## src/rtl/lane_ldst_arbiter_if.sv

```systemverilog
// Handshake bundle between the lane array / memory port and the load/store
// arbiter. The arbiter side uses the slave modport; the lane/port side
// (or a bench) uses the master modport.
interface lane_ldst_arbiter_if #(
  parameter int NUM_LANES   = 16,
  parameter int WIDTH_LEN   = 8,
  parameter int WIDTH_LANES = $clog2(NUM_LANES)
);
  logic [NUM_LANES-1:0]           I_Req;
  logic [NUM_LANES-1:0]           I_St;
  logic [NUM_LANES*WIDTH_LEN-1:0] I_Len;
  logic                           I_Stall;
  logic                           I_Mem_Ready;
  logic                           O_Mem_Req;
  logic                           O_Mem_St;
  logic [WIDTH_LEN-1:0]           O_Beat;
  logic [NUM_LANES-1:0]           O_Grant;
  logic [WIDTH_LANES-1:0]         O_Sel;
  logic [NUM_LANES-1:0]           O_Done;
  logic                           O_Busy;

  modport slave (
    input  I_Req, I_St, I_Len, I_Stall, I_Mem_Ready,
    output O_Mem_Req, O_Mem_St, O_Beat, O_Grant, O_Sel, O_Done, O_Busy
  );

  modport master (
    output I_Req, I_St, I_Len, I_Stall, I_Mem_Ready,
    input  O_Mem_Req, O_Mem_St, O_Beat, O_Grant, O_Sel, O_Done, O_Busy
  );
endinterface

```

## src/rtl/lane_ldst_arbiter.sv

```systemverilog
// Round-robin arbiter sharing one vector load/store memory port among the
// lane units. One burst owns the port at a time; the FSM counts beats and
// pulses a per-lane done into the lane commit path. Data muxing lives
// outside and follows O_Sel.
module lane_ldst_arbiter #(
  parameter int NUM_LANES   = 16,
  parameter int WIDTH_LANES = $clog2(NUM_LANES),
  parameter int WIDTH_LEN   = 8
) (
  input logic                clock,
  input logic                reset,
  lane_ldst_arbiter_if.slave bus
);

  localparam logic [1:0] ST_IDLE = 2'd0;
  localparam logic [1:0] ST_XFER = 2'd1;
  localparam logic [1:0] ST_DONE = 2'd2;

  localparam logic [WIDTH_LEN-1:0] LEN_ZERO = {WIDTH_LEN{1'b0}};
  localparam logic [WIDTH_LEN-1:0] LEN_ONE  = {{(WIDTH_LEN-1){1'b0}}, 1'b1};
  localparam logic [NUM_LANES-1:0] LANE_ONE = {{(NUM_LANES-1){1'b0}}, 1'b1};

  logic [1:0]             state_q, state_d;
  logic [WIDTH_LANES-1:0] lane_q,  lane_d;
  logic                   st_q,    st_d;
  logic [WIDTH_LEN-1:0]   len_q,   len_d;
  logic [WIDTH_LEN-1:0]   cnt_q,   cnt_d;
  logic [WIDTH_LANES-1:0] ptr_q,   ptr_d;

  logic                   pick_found_s;
  logic [WIDTH_LANES-1:0] pick_idx_s;
  logic                   beat_done_s;

  // Lane index base+off modulo NUM_LANES (off is always below NUM_LANES).
  function automatic logic [WIDTH_LANES-1:0] wrap_idx(
    input logic [WIDTH_LANES-1:0] base,
    input int                     off
  );
    int j;
    j = int'(base) + off;
    if (j >= NUM_LANES) begin
      j = j - NUM_LANES;
    end else begin
      j = j;
    end
    return j[WIDTH_LANES-1:0];
  endfunction

  // First requesting lane at or after the pointer, searching upward with wrap.
  always_comb begin
    pick_found_s = 1'b0;
    pick_idx_s   = {WIDTH_LANES{1'b0}};
    for (int i = 32'sd0; i < NUM_LANES; i++) begin
      if (!pick_found_s && bus.I_Req[wrap_idx(ptr_q, i)]) begin
        pick_found_s = 1'b1;
        pick_idx_s   = wrap_idx(ptr_q, i);
      end else begin
        pick_found_s = pick_found_s;
      end
    end
  end

  // A beat lands only while transferring, not stalled, and the port is ready.
  always_comb begin
    if (state_q == ST_XFER) begin
      beat_done_s = ~bus.I_Stall & bus.I_Mem_Ready;
    end else begin
      beat_done_s = 1'b0;
    end
  end

  // FSM next state: latch the winning burst, count beats, retire and advance the pointer.
  always_comb begin
    state_d = state_q;
    lane_d  = lane_q;
    st_d    = st_q;
    len_d   = len_q;
    cnt_d   = cnt_q;
    ptr_d   = ptr_q;
    case (state_q)
      ST_IDLE: begin
        if (pick_found_s) begin
          lane_d = pick_idx_s;
          st_d   = bus.I_St[pick_idx_s];
          len_d  = bus.I_Len[pick_idx_s*WIDTH_LEN +: WIDTH_LEN];
          cnt_d  = LEN_ZERO;
          if (bus.I_Len[pick_idx_s*WIDTH_LEN +: WIDTH_LEN] == LEN_ZERO) begin
            state_d = ST_DONE;
          end else begin
            state_d = ST_XFER;
          end
        end else begin
          state_d = ST_IDLE;
        end
      end
      ST_XFER: begin
        if (beat_done_s) begin
          cnt_d = cnt_q + LEN_ONE;
          if (cnt_q == (len_q - LEN_ONE)) begin
            state_d = ST_DONE;
          end else begin
            state_d = ST_XFER;
          end
        end else begin
          state_d = ST_XFER;
        end
      end
      ST_DONE: begin
        ptr_d   = wrap_idx(lane_q, 32'sd1);
        cnt_d   = LEN_ZERO;
        state_d = ST_IDLE;
      end
      default: begin
        state_d = ST_IDLE;
        cnt_d   = LEN_ZERO;
      end
    endcase
  end

  // State registers; active-low reset abandons any burst without a done pulse.
  always_ff @(posedge clock) begin
    if (!reset) begin
      state_q <= ST_IDLE;
      lane_q  <= {WIDTH_LANES{1'b0}};
      st_q    <= 1'b0;
      len_q   <= LEN_ZERO;
      cnt_q   <= LEN_ZERO;
      ptr_q   <= {WIDTH_LANES{1'b0}};
    end else begin
      state_q <= state_d;
      lane_q  <= lane_d;
      st_q    <= st_d;
      len_q   <= len_d;
      cnt_q   <= cnt_d;
      ptr_q   <= ptr_d;
    end
  end

  // Output decode from state registers; only O_Mem_Req also sees the live stall.
  always_comb begin
    bus.O_Grant   = {NUM_LANES{1'b0}};
    bus.O_Sel     = {WIDTH_LANES{1'b0}};
    bus.O_Mem_St  = 1'b0;
    bus.O_Mem_Req = 1'b0;
    bus.O_Beat    = LEN_ZERO;
    bus.O_Done    = {NUM_LANES{1'b0}};
    bus.O_Busy    = 1'b0;
    case (state_q)
      ST_XFER: begin
        bus.O_Grant   = LANE_ONE << lane_q;
        bus.O_Sel     = lane_q;
        bus.O_Mem_St  = st_q;
        bus.O_Mem_Req = ~bus.I_Stall;
        bus.O_Beat    = cnt_q;
        bus.O_Busy    = 1'b1;
      end
      ST_DONE: begin
        bus.O_Grant   = LANE_ONE << lane_q;
        bus.O_Sel     = lane_q;
        bus.O_Mem_St  = st_q;
        bus.O_Done    = LANE_ONE << lane_q;
        bus.O_Busy    = 1'b1;
      end
      default: begin
        bus.O_Busy    = 1'b0;
      end
    endcase
  end

endmodule

```

## src/flat_wrapper.sv

```systemverilog
// flat-port wrapper written by rule: the top's interface ports become plain ports
module lane_ldst_arbiter_flat 
#(
  parameter int NUM_LANES   = 16,
  parameter int WIDTH_LANES = $clog2(NUM_LANES),
  parameter int WIDTH_LEN   = 8
)
  (clock, reset, bus_I_Req, bus_I_St, bus_I_Len, bus_I_Stall, bus_I_Mem_Ready, bus_O_Mem_Req, bus_O_Mem_St, bus_O_Beat, bus_O_Grant, bus_O_Sel, bus_O_Done, bus_O_Busy);
  lane_ldst_arbiter_if #(.NUM_LANES(NUM_LANES), .WIDTH_LEN(WIDTH_LEN), .WIDTH_LANES(WIDTH_LANES)) bus_i ();
  input logic clock;
  input logic reset;
  input wire logic [$bits(bus_i.I_Req)-1:0] bus_I_Req;
  input wire logic [$bits(bus_i.I_St)-1:0] bus_I_St;
  input wire logic [$bits(bus_i.I_Len)-1:0] bus_I_Len;
  input wire logic [$bits(bus_i.I_Stall)-1:0] bus_I_Stall;
  input wire logic [$bits(bus_i.I_Mem_Ready)-1:0] bus_I_Mem_Ready;
  output wire logic [$bits(bus_i.O_Mem_Req)-1:0] bus_O_Mem_Req;
  output wire logic [$bits(bus_i.O_Mem_St)-1:0] bus_O_Mem_St;
  output wire logic [$bits(bus_i.O_Beat)-1:0] bus_O_Beat;
  output wire logic [$bits(bus_i.O_Grant)-1:0] bus_O_Grant;
  output wire logic [$bits(bus_i.O_Sel)-1:0] bus_O_Sel;
  output wire logic [$bits(bus_i.O_Done)-1:0] bus_O_Done;
  output wire logic [$bits(bus_i.O_Busy)-1:0] bus_O_Busy;
  assign bus_i.I_Req = bus_I_Req;
  assign bus_i.I_St = bus_I_St;
  assign bus_i.I_Len = bus_I_Len;
  assign bus_i.I_Stall = bus_I_Stall;
  assign bus_i.I_Mem_Ready = bus_I_Mem_Ready;
  assign bus_O_Mem_Req = bus_i.O_Mem_Req;
  assign bus_O_Mem_St = bus_i.O_Mem_St;
  assign bus_O_Beat = bus_i.O_Beat;
  assign bus_O_Grant = bus_i.O_Grant;
  assign bus_O_Sel = bus_i.O_Sel;
  assign bus_O_Done = bus_i.O_Done;
  assign bus_O_Busy = bus_i.O_Busy;
  lane_ldst_arbiter #(.NUM_LANES(NUM_LANES), .WIDTH_LANES(WIDTH_LANES), .WIDTH_LEN(WIDTH_LEN)) u_core (.clock(clock), .reset(reset), .bus(bus_i));
endmodule
```

## config.mk

```make
export PLATFORM = sky130hd
export DESIGN_NAME = lane_ldst_arbiter_flat
export DESIGN_NICKNAME = d
export VERILOG_FILES = /design/src/rtl/lane_ldst_arbiter_if.sv /design/src/rtl/lane_ldst_arbiter.sv /design/src/flat_wrapper.sv
export SDC_FILE = /design/constraint.sdc
export NUM_CORES = 1
export LEC_CHECK = 0
export CAP_MARGIN = 20
export CORE_UTILIZATION = 42
export DETAILED_ROUTE_END_ITERATION = 8
export PLACE_DENSITY_LB_ADDON = 0.12
export RECOVER_POWER = 50
export SETUP_SLACK_MARGIN = 0.1
export SYNTH_ARGS = -nofsm -noshare
export SYNTH_HDL_FRONTEND = slang
export SYNTH_SLANG_ARGS = --single-unit
export TNS_END_PERCENT = 5
```

## constraint.sdc

```tcl
create_clock -name clock -period 5.39 [get_ports clock]
set_input_delay 1.078 -clock clock [delete_from_list [all_inputs] [get_ports clock]]
set_output_delay 1.078 -clock clock [all_outputs]
set_load 0.05 [all_outputs]
```

==> metrics.md <==
| Metric | Value |
|---|---|
| Fin worst setup slack | `125 ps` |
| Hold Fails Final Rpt | `0` |
| Largest net degree at the start of global routing | `31` |
| Inserted Diodes | `0` |
| CP Depth | `15` |
| Hpwl dp | `16600 um` |
| Warnings, synthesis | `0` |
| CP bufs+invs | `2` |
| Final min period | `5260 ps` |
| Worst skew pair latency | `270 ps` |
| Worst Max-Slew Pin Slew | `965 ps` |
| Critical Path Start | `bus_I_Req[8]` |
| DR WL/cell | `18.2 um` |
| Max_cap viols | `0` |
| Synth Area in Simple Gates | `0.193` |
| Worst-case clock buffer depth | `2` |
| Critical Path RT | `5520 ps` |
| Final net count | `1113` |
| CTS Hold Buffers Added | `0` |
| Final Cycle Share | `0.977` |
| First-pass GRT wire length | `31100 um` |
| Startpoint types | `input port` |
| # DRC | `0` |
| Top cell type's share of synthesized area | `0.229` |
| Place WS | `-156 ps` |
| CP max-delay cell | `mux4_2` |
| DR pass1 iterations | `5` |
| Post-synthesis cell area | `5600 sq um` |
| Worst Setup EP | `u_core.state_q[0]$_SDFF_PN0_` |
| Xor-xnor portion of the synthesized cell area | `0.0423` |
| R2R depth | `18` |
| Post-synthesis adder-cell area fraction | `0.0403` |
| Crit Reg-Reg Endpoint | `u_core.state_q[0]$_SDFF_PN0_` |
| Clock Skew | `1.57 ps` |
| Ys flop type | `dfxtp_1` |
| HP Class | `register to register` |
| Outcome | `complete, no violations` |
| Routed vias/inst | `5.61` |
| Worst-path cell chain | `clkdlybuf4s50_1 > mux4_2 > mux4_2 > or3_4 > mux2i_1 > nor2_1 > o21a_1 > o32ai_4 > clkbuf_16 > mux2_2 > o22a_1 > a211o_1 > o2bb2a_4 > nor2_2 > o32ai_2` |
| Mapped Cells | `662` |
| Final hold slack | `515 ps` |
| Chip Width | `117 um` |
| Avg Synthesized Cell Area | `8.45 sq um` |
| Slew Viols, Final | `0` |
| Die Y | `117 um` |
| Clock Pin Slew Worst Setup and Hold Paths | `70 ps` |
| Dpl cells | `1088` |
| Drt total wl | `20100 um` |
| Family with the most delay on the worst path | `multiplexers` |
| Initial antenna violation count | `1` |
| Seq/Total Area, Yosys | `0.0966` |
| Met3 usage | `0.0272` |
| Most Frequent Cell on Critical Path | `mux4_2` |
| Synth Area in Compound Gates | `0.149` |
| EDFF count, synth | `0` |
| Number of global-route vias before repair | `6159` |
| Critical path fanouts, max | `13` |
| RSZ-0062 raised after global routing | `yes` |
| P_leak | `0.00371 uW` |
| CTS Buf Count | `3` |
| Setup CP Type | `input port to register` |
| Maximum vdd drop | `114 uV` |
| Final Non-Filler Cells | `1102` |
| Unique masters post-synth | `79` |
| Routability Congestion | `0.929` |
| Cell Rows | `41` |
| Grt peak-use layer | `met2` |
| Achievable frequency | `190 MHz` |
| Largest stage delay, worst path | `540 ps` |
| Port bufs | `210` |
| CORE AREA | `12800 sq um` |
| Largest area contributor in the netlist | `mux2i_1` |
| Initial Utilization | `0.436` |
| Power per cell area | `120 nW/um^2` |
| Max transition margin | `0.352` |
| CTS sink count | `27` |
| Internal reg-to-reg setup slack | `230 ps` |
| FFs w/ async S/R, synth | `0` |
| GRT Total Usage | `0.278` |
| Post-synthesis mux area share | `0.413` |
| Area added between synthesis and finish | `54.4%` |
| Arrival time at the worst endpoint | `5390 ps` |
| R2R Path Start | `u_core.ptr_q[0]$_SDFFE_PN0P_` |
| Fraction of layout cells with a size suffix above 1 | `0.203` |
| DIE AREA | `13800 sq um` |
| CP Capture Type | `register` |
| Yosys reg bits | `27` |
| Synth area leaders | `mux2i_1 23%, dfxtp_1 9.7%, mux4_2 7.6%` |
| Net Count, Synth | `844` |
| Met2 Usage GRT | `0.530` |
| Largest family of logic cells by synthesized area | `multiplexers` |
| Via count | `6179` |
| Root Buffer | `clkbuf_16` |
| Total Power | `1030 uW` |
| Count of final setup violators | `0` |
| TNS Setup | `0 ps` |
| CTS tree | `done` |
| Routed Antenna Nets | `0` |
| H-tree depth | `1` |
| Grt met1 use | `0.298` |
| Total gr overflow | `0` |
| Ports | `211` |
| Starting DRT DRC Count | `325` |
==> cells in the final DEF (no fill, tap or decap), types with 15 or more instances in the layout <==
cell,count
mux2_2,30
dlygate4sd3_1,34
nand2_1,50
mux4_2,21
dlymetal6s2s_1,15
inv_1,19
a21oi_1,34
clkdlybuf4s50_1,161
ha_1,16
mux2i_1,125
dfxtp_1,27
nor2_1,97
buf_4,81
and2_1,17
xnor2_1,15
==> timing repair <==
item / in CTS / in global routing
resized for setup: 0 / 37
buffers inserted: 0 / 8
endpoints found under the setup margin: 0 / 7
==> cell usage after synthesis (all sizes together) (14+ instances only) <==
cell type and count:
mux2i 131, nor2 98, nand2 52, mux2 40, a21oi 35, dfxtp 27
buf 23, mux4 22, inv 21, and2 18, ha 18, o21ai 18
xnor2 16, clkbuf 14
==> worst min path at each step <==
stage	from	to	slack, ps	cells past startpoint
CTS	u_core.len_q[1]$_SDFFE_PN0P_	u_core.len_q[1]$_SDFFE_PN0P_	510	2
global route	u_core.len_q[1]$_SDFFE_PN0P_	u_core.len_q[1]$_SDFFE_PN0P_	520	2
global placement	u_core.st_q$_SDFFE_PN0P_	u_core.st_q$_SDFFE_PN0P_	470	2
finish	u_core.len_q[1]$_SDFFE_PN0P_	u_core.len_q[1]$_SDFFE_PN0P_	510	2
detailed placement	u_core.st_q$_SDFFE_PN0P_	u_core.st_q$_SDFFE_PN0P_	490	2
floorplan	u_core.st_q$_SDFFE_PN0P_	u_core.st_q$_SDFFE_PN0P_	450	2
==> tightest hold or removal path: stages, from the launching register on <==
cell	delay, ps
dfxtp_1	350
nand2_1	70
a21oi_1	50
==> layout make-up <==
type	instances	area [sq um]
flip-flops and latches	27	541
fillers	1058	4190
well taps	172	215
multi-input cells	576	4770
clock buffers	3	75.1
repair buffers	301	2950
inverters	22	82.6
clock inverters	1	8.76
==> logic make-up after synthesis <==
| logic type | Yosys count |
|---|---|
| AO/OA/AOI/OAI | 115 |
| XOR/XNOR | 27 |
| adder cells (fa/ha/maj) | 18 |
| buffers and inverters | 59 |
| flip-flops | 27 |
| multiplexers | 193 |
| AND/OR/NAND/NOR | 223 |
==> through the flow <==
step / instance area [sq um] / util
floorplan: 5600 / -
global placement: 8350 / 0.651
detailed placement: 8350 / 0.651
CTS: 8430 / 0.657
global route: 8640 / 0.674
finish: 8640 / 0.674
==> registers in the layout (all words and copies together) (netlist names) <==
name and flops:
u_core.cnt_q 8, u_core.len_q 8, u_core.lane_q 4, u_core.ptr_q 4
u_core.state_q 2, u_core.st_q 1
==> report_power, final <==
part           switching [uW]  leakage [uW]  total (uW)  internal (uW)
Combinational             289       0.00345         624            335
Clock                    78.5     0.0000415         181            103
Sequential               16.7      0.000220         230            213
==> layer usage <==
metal  routed length (um)  share of wire  up-vias
li1                     -              -     2967
met1                 7660           0.38     2920
met2                10600           0.53      237
met3                  874          0.043       53
met4                  924          0.046        2
met5                   13        0.00065        -
Note: power is estimated with default switching activity, not from simulation.
